### src/rtl/mmio_gpio_hub.sv
// mmio_gpio_hub: memory-mapped LED/switch GPIO with a one-shot submit event and sticky clear-on-read status.
// Define GPIO_DEBOUNCE_EN to condition the submit button through a debounce counter.
module mmio_gpio_hub #(
  parameter int LED_W = 24,
  parameter int SW_W = 24,
  parameter int SNAPSHOT = 0,
  parameter int DEBOUNCE_CYCLES = 20000
) (
  input  logic             clock,
  input  logic             reset,
  input  logic             io_read,
  input  logic             io_write,
  input  logic             led_ctrl,
  input  logic             switch_ctrl,
  input  logic [3:0]       addr,
  input  logic [15:0]      write_data,
  output logic [15:0]      read_data,
  input  logic [SW_W-1:0]  switches,
  input  logic             submit,
  output logic [LED_W-1:0] leds,
  output logic             submit_pending
);
  localparam int LED_BANKS = (LED_W + 15) / 16;
  localparam int SW_BANKS = (SW_W + 15) / 16;
  localparam logic [3:0] LB = 4'(LED_BANKS);
  localparam logic [3:0] SB = 4'(SW_BANKS);
  localparam logic [15:0] DB_MAX = 16'(DEBOUNCE_CYCLES - 1);
  logic [2:0] idx;
  logic led_hit, sw_hit, led_wr, status_rd;
  logic [LED_W-1:0] leds_n;
  logic [63:0] led_pad, sw_pad;
  logic [SW_W-1:0] sw_s1, sw_s2, snap;
  logic sub_s1, sub_s2, stable, stable_q, sub_event;
  logic unused_ok;
  assign idx = addr[3:1];
  assign led_hit = {1'b0, idx} < LB;
  assign sw_hit = idx[2] && ({2'b0, idx[1:0]} < SB);
  assign led_wr = io_write && led_ctrl && led_hit;
  assign status_rd = io_read && led_ctrl && idx == 3'd7;
  assign sub_event = stable && !stable_q;
  assign unused_ok = addr[0] ^ DB_MAX[0];
  always_comb begin
    led_pad = '0;
    led_pad[LED_W-1:0] = leds;
    sw_pad = '0;
    sw_pad[SW_W-1:0] = SNAPSHOT != 0 ? snap : sw_s2;
    for (int i = 0; i < LED_W; i++)
      leds_n[i] = (led_wr && idx[1:0] == 2'(i / 16)) ? write_data[i % 16] : leds[i];
  end
  assign read_data = !io_read                 ? 16'h0000 :
                     (led_ctrl && led_hit)    ? led_pad[{idx[1:0], 4'b0000} +: 16] :
                     status_rd                ? {15'b0, submit_pending} :
                     (switch_ctrl && sw_hit)  ? sw_pad[{idx[1:0], 4'b0000} +: 16] :
                                                16'h0000;
  // Event and status read in the same cycle: the event wins so it is never lost.
  always_ff @(posedge clock) begin
    if (!reset) begin
      leds <= '0;
      sw_s1 <= '0;
      sw_s2 <= '0;
      snap <= '0;
      sub_s1 <= 1'b0;
      sub_s2 <= 1'b0;
      stable_q <= 1'b0;
      submit_pending <= 1'b0;
    end else begin
      leds <= leds_n;
      sw_s1 <= switches;
      sw_s2 <= sw_s1;
      sub_s1 <= submit;
      sub_s2 <= sub_s1;
      stable_q <= stable;
      submit_pending <= sub_event || (submit_pending && !status_rd);
      if (sub_event) snap <= sw_s2;
    end
  end
`ifdef GPIO_DEBOUNCE_EN
  logic [15:0] db_cnt;
  // The level is accepted only after it differs from stable for DEBOUNCE_CYCLES consecutive cycles.
  always_ff @(posedge clock) begin
    if (!reset) begin
      db_cnt <= '0;
      stable <= 1'b0;
    end else if (sub_s2 != stable) begin
      db_cnt <= db_cnt == DB_MAX ? 16'd0 : db_cnt + 16'd1;
      if (db_cnt == DB_MAX) stable <= ~stable;
    end else begin
      db_cnt <= '0;
    end
  end
`else
  assign stable = sub_s2;
`endif
endmodule

### config.mk
export PLATFORM = sky130hd
export DESIGN_NAME = mmio_gpio_hub
export DESIGN_NICKNAME = d
export VERILOG_FILES = /design/src/rtl/mmio_gpio_hub.sv
export SDC_FILE = /design/constraint.sdc
export NUM_CORES = 1
export LEC_CHECK = 0
export ABC_AREA = 1
export BUFFER_PORTS_ARGS = -buffer_cell sky130_fd_sc_hd__buf_2
export CAP_MARGIN = 20
export CORE_MARGIN = 4
export CORE_UTILIZATION = 35
export CTS_CLUSTER_DIAMETER = 30
export DETAILED_ROUTE_END_ITERATION = 16
export HOLD_SLACK_MARGIN = 0.03
export PLACE_DENSITY = 0.61
export RECOVER_POWER = 50
export SYNTH_ARGS = -nofsm -noshare
export SYNTH_HDL_FRONTEND = slang
export SYNTH_SLANG_ARGS = --single-unit
### constraint.sdc
create_clock -name clock -period 1 [get_ports clock]
set_clock_uncertainty 0.15 [all_clocks]
set_input_delay 0.05 -clock clock [delete_from_list [all_inputs] [get_ports clock]]
set_output_delay 0.05 -clock clock [all_outputs]
set_load 0.01 [all_outputs]
==> results of run 1 <==
==> sequential cells by signal, indices dropped and copies added (netlist names) <==
register	count
stable	1
submit_pending	1
sw_s1	24
stable_q	1
sw_s2	24
leds	24
sub_s1	1
==> worst paths after layout <==
kind,startpoint,endpoint,slack (ns),cells past startpoint
worst max-delay path,sw_s2[5],read_data[5],-0.41,7
worst max register to register,leds[16],leds[16],-0.03,5
worst min-delay path,addr[3],submit_pending,0.02,6
worst min register to register,sw_s1[5],sw_s2[5],0.26,2
==> logic make-up after synthesis <==
kind of cell | synth area share [%]
buffers and inverters | 11.4
AO/OA/AOI/OAI | 5.56
AND/OR/NAND/NOR | 31.8
flip-flops | 51.2
==> report_power, final <==
part | total [mW] | internal (mW) | switching [mW]
Combinational | 0.745 | 0.382 | 0.363
Sequential | 3.16 | 3.13 | 0.0323
Clock | 2.74 | 1.65 | 1.09
==> worst min-delay path, cell delays in order <==
cell and delay, ns:
buf_2 0.14, nand2_1 0.07, inv_1 0.04, nand2_1 0.05
nand3_1 0.05, o21ai_0 0.06
==> layout make-up <==
class | count | area [um^2] | area share, %
multi-input combinational | 246 | 1190 | 24.3
clock inverter | 6 | 113 | 2.30
tap | 105 | 131 | 2.68
timing repair buffer | 182 | 1550 | 31.6
clock buffer | 9 | 124 | 2.53
sequential | 76 | 1560 | 32.0
inverter | 60 | 228 | 4.65
==> stage by stage <==
stage / hold WS, ns / setup TNS, ns
after global routing: 0.0498 / -9.67
final: 0.0155 / -6.58
after floorplan: -0.00655 / -0.392
after global placement: 0.0813 / -8.00
after detailed placement: 0.0833 / -8.25
after CTS: 0.00104 / -13.06
==> timing repair <==
item	4_1_cts	5_1_grt
setup endpoints to repair	41	90
buffers inserted	9	7
resized for setup	74	21
gates cloned	0	0
pin swaps	8	17
hold buffers	43	0
hold endpoints to repair	65	0
==> cells in the mapped netlist (all sizes together) <==
| master | n | area share [%] |
|---|---|---|
| clkbuf | 7 | 0.89 |
| a21oi | 32 | 5.4 |
| inv | 60 | 7.7 |
| nand4 | 24 | 5.1 |
| nand2 | 155 | 20 |
| buf | 12 | 2.9 |
| o21ai | 1 | 0.17 |
| nand3 | 19 | 3.4 |
| dfxtp | 76 | 51 |
| nor2 | 15 | 3.5 |
==> routing by layer <==
| layer | global-route usage, % | up-vias | part of all wire [%] |
|---|---|---|---|
| met5 | 0 | - | 0.085 |
| met4 | 8.39 | 2 | 2.9 |
| met3 | 4.59 | 24 | 6.5 |
| met2 | 28.3 | 106 | 49 |
| met1 | 20.3 | 1345 | 42 |
| li1 | - | 1584 | - |
==> flow_summary.toml, run 1 <==
[worst_setup_path]
end_kind = "output port"
crit_family = "simple AND/OR/NAND/NOR gates"
path_cells = "nand2_1 > nand2_1 > nand3_1 > nand2_1 > nand2_1 > nor2_2 > buf_2"
crit_path_max_incr_delay_ns = 0.32
criticalPathCategory = "reg2out"
cp_num_buf_inv = 1
critPathArrivalTime_ns = 1.21
crit_fanout = 1
cp.required_ns = 0.80
worst_path_most_repeated_cell = "nand2_1"
crit_path_start_kind = "flop"
cp_slowest_cell = "dfxtp_2"

[route]
wl_per_cell_um = 12.1
drt_iter0_markers = 223
drc = 0
via_per_inst = 4.48
vias = 3061
wl_mm = 8.27
dr.pass1.iters = 4
antenna_left = 0

[layout]
drive_gt1_share_pct = 38.0
area_delta_synth_final_pct = 64.9
final_core_util_pct = 59.6
final_cell_mix = "142 x nand2_1, 63 x buf_2, 57 x inv_1"
final_cells = 684
stdcell_area_um2 = 4890
diodes = 0
final_common_cell = "nand2_1"
finalNetCount = 626
fillers = 722

[global_routing]
grt_antenna_before_repair = 1
grt_max_degree = 27
first_global_vias = 2949
grt_use_total_pct = 17.0
grt_pass1_wl_mm = 13.5
grt-ovfl-total = 0

[floorplan]
die_area_um2 = 10000
rows = 33
core-area_um2 = 8220
die_y_um = 100
io_pins = 92
initial_core_util_pct = 36.1
die_x_um = 100

[timing]
fin_crit_ns = 1.41
fmax_ghz = 0.710
fin_crit_sh_pct = 141
slew_violations = 0
relSlewSlack_pct = 78.8
rsz0062_at_grt = "true"
worstMarginPinSlew_ns = 0.317
hold_viol_final = 0
final-setup-viol-count = 41
timing.final.ws_setup_ns = -0.408

[yosys]
synth_seq_cells = 76
syn-mean-instance-area_um2 = 7.40
syn-cell-area_um2 = 2970
synth_cells = 401
yosysWarningCount = 0
synth_nets = 452
synth.distinct_cells = 19
yosysSeqAreaShare_pct = 51.2

[min_path]
hold_class = "in2reg"

[run_status]
status = "finished, violations left"
violations = "negative setup slack"

[flow_run]
max_cap_viol_count = 0

[cts]
cts_tree = "yes"
cts.sinks = 76
cts_buffers = 9
clockRootBuffer = "clkbuf_8"
h-tree-depth = 3
worstSkewPairLatency_ns = 0.34
clk_path_buf_depth = 2
path_clk_slew_ns = 0.07

[place]
place_area_um2 = 3850
place_ws_ns = -0.245
place_inst = 614
port_buffers = 90
place.gp.congestion = 0.846
dp_hpwl_mm = 5.57

[pwr]
power.total_mw = 6.65
power.leakage_nw = 2.51
vdd.ir_drop.worst_uv = 695
powerDensity_nw_per_um2 = 1360
(Power assumes the default switching activity.)
==> run 2: changes to the inputs <==
- TNS_END_PERCENT: not set -> 30
==> run 2 against run 1 <==
- highest routed layer is now met4
- wire length rose by 3.3%
- sequential share of layout area decreased by 0.050 points
- global-route usage rose by 0.47 points
- sequential power about the same
- the run ends with negative hold slack, negative setup slack left
==> flow_summary.toml, run 2 (synthesized netlist as in run 1, its figures left out) <==
[global_routing]
grt_pass1_wl_mm = 13.7
grt_use_total_pct = 17.5
first_global_vias = 2892
grt_max_degree = 27
grt-ovfl-total = 0
grt_antenna_before_repair = 0

[cts]
h-tree-depth = 3
path_clk_slew_ns = 0.08
worstSkewPairLatency_ns = 0.34
cts.sinks = 76
clk_path_buf_depth = 2
cts_buffers = 9
cts_tree = "yes"
clockRootBuffer = "clkbuf_8"
hold_buffers = 45

[layout]
final_cell_mix = "143 x nand2_1, 66 x buf_2, 56 x inv_1"
diodes = 0
finalNetCount = 629
drive_gt1_share_pct = 37.2
reg_top3 = "leds x24, sw_s1 x24, sw_s2 x24"
area_delta_synth_final_pct = 65.0
final_common_cell = "nand2_1"

[timing]
worstMarginPinSlew_ns = 0.340
final-setup-viol-count = 69
fin_crit_sh_pct = 144
timing.final.ws_setup_ns = -0.439
whs_ns = -0.00141
hold_viol_final = 1
relSlewSlack_pct = 77.3
rsz0062_at_grt = "true"
tns_ns = -7.09
fmax_ghz = 0.695
slew_violations = 0
fin_crit_ns = 1.44

[run_status]
status = "finished, violations left"
violations = "negative hold slack, negative setup slack"

[route]
drt_iter0_markers = 121
wl_per_cell_um = 12.4
dr.pass1.iters = 5
wl_mm = 8.54
drc = 0
via_per_inst = 4.41
antenna_left = 0
vias = 3036

[worst_setup_path]
path_cells = "nand2_1 > nand2_1 > nand2_1 > nor2_1 > nor2_1 > nor2_1 > buf_2"
crit_fanout = 1
worstRegToRegCells = 4
rr_startpoint = "leds[8]"
worst-r2r-setup-slack_ns = 0.04
cp_slowest_cell = "dfxtp_1"
cp_num_buf_inv = 1
crit_path_max_incr_delay_ns = 0.31
r2r-end = "leds[8]"
cp.required_ns = 0.80
critPathArrivalTime_ns = 1.24
crit_family = "simple AND/OR/NAND/NOR gates"
crit_path_start_kind = "flop"
criticalPathCategory = "reg2out"
end_kind = "output port"

[flow_run]
max_cap_viol_count = 0

[floorplan]
die_y_um = 100
initial_core_util_pct = 36.1
rows = 33
core-area_um2 = 8220
io_pins = 92
die_x_um = 100
die_area_um2 = 10000

[pwr]
power.leakage_nw = 2.51
vdd.ir_drop.worst_uv = 736
powerDensity_nw_per_um2 = 1280
power.total_mw = 6.25

[min_path]
min_path_cells = 5
min_to = "leds[16]"
hold_path_startpoint = "io_write"
hold_class = "in2reg"

[place]
place.gp.congestion = 0.823
place_ws_ns = -0.284
port_buffers = 90
dp_hpwl_mm = 5.83
run 2: cell types whose count changed in the layout (fill, tap and decap cells not counted), sizes merged:
cell,change
buf,+3
bufinv,-2
clkbuf,-1
clkinv,+1
clkinvlp,+2
dlygate4sd3,+2
inv,-1
run 2: layout make-up:
class                           count  area [um^2]
Inverter                           60          230
Tap cell                          105          131
Sequential cell                    76         1560
Clock buffer                       10          138
Multi-Input combinational cell    246         1170
Fill cell                         735         3320
Clock inverter                      6         63.8
Timing Repair Buffer              185         1600
run 2: how the worst max path moves through the flow:
| stage | depth (start not counted) | from | endpoint |
|---|---|---|---|
| floorplan | 6 | addr[1] | leds[11] |
| global placement | 9 | addr[1] | read_data[5] |
| detailed placement | 5 | addr[2] | read_data[8] |
| CTS | 7 | sw_s2[16] | read_data[0] |
| global route | 7 | sw_s2[5] | read_data[5] |
| finish | 7 | sw_s2[16] | read_data[0] |
run 2: report_power, final:
group	internal (mW)	switching, mW	total, mW
combinational	0.402	0.373	0.776
clock	1.21	1.10	2.32
sequential	3.13	0.0308	3.16
total	4.75	1.51	6.25
run 2: repair_timing:
item / 4_1_cts / 5_1_grt
gates resized for setup: 46 / 45
endpoints found under the hold margin: 58 / 1
buffers inserted: 3 / 7
pin swaps: 2 / 3
setup endpoints to repair: 41 / 77
run 2: layer usage:
layer  global-route usage (%)  vias to the layer above  wire length, um
met4                     6.01                        0              109
met2                     29.8                       62             4310
met5                        0                        -                0
met3                     3.89                        9              411
li1                         -                     1591                -
met1                     21.9                     1374             3710
run 2: metrics by stage:
stage	util, %	cells	area [um^2]
6_report	59.6	688	4900
3_3_place_gp	47.0	617	3860
3_5_place_dp	47.0	617	3860
5_1_grt	59.6	688	4900
4_1_cts	57.3	681	4710
2_1_floorplan	-	401	3010
run 2: worst min-delay path, stage by stage:
cell and delay (ns):
buf_2 0.12, nand2_1 0.07, inv_2 0.07, nand4_1 0.09, a21oi_1 0.06
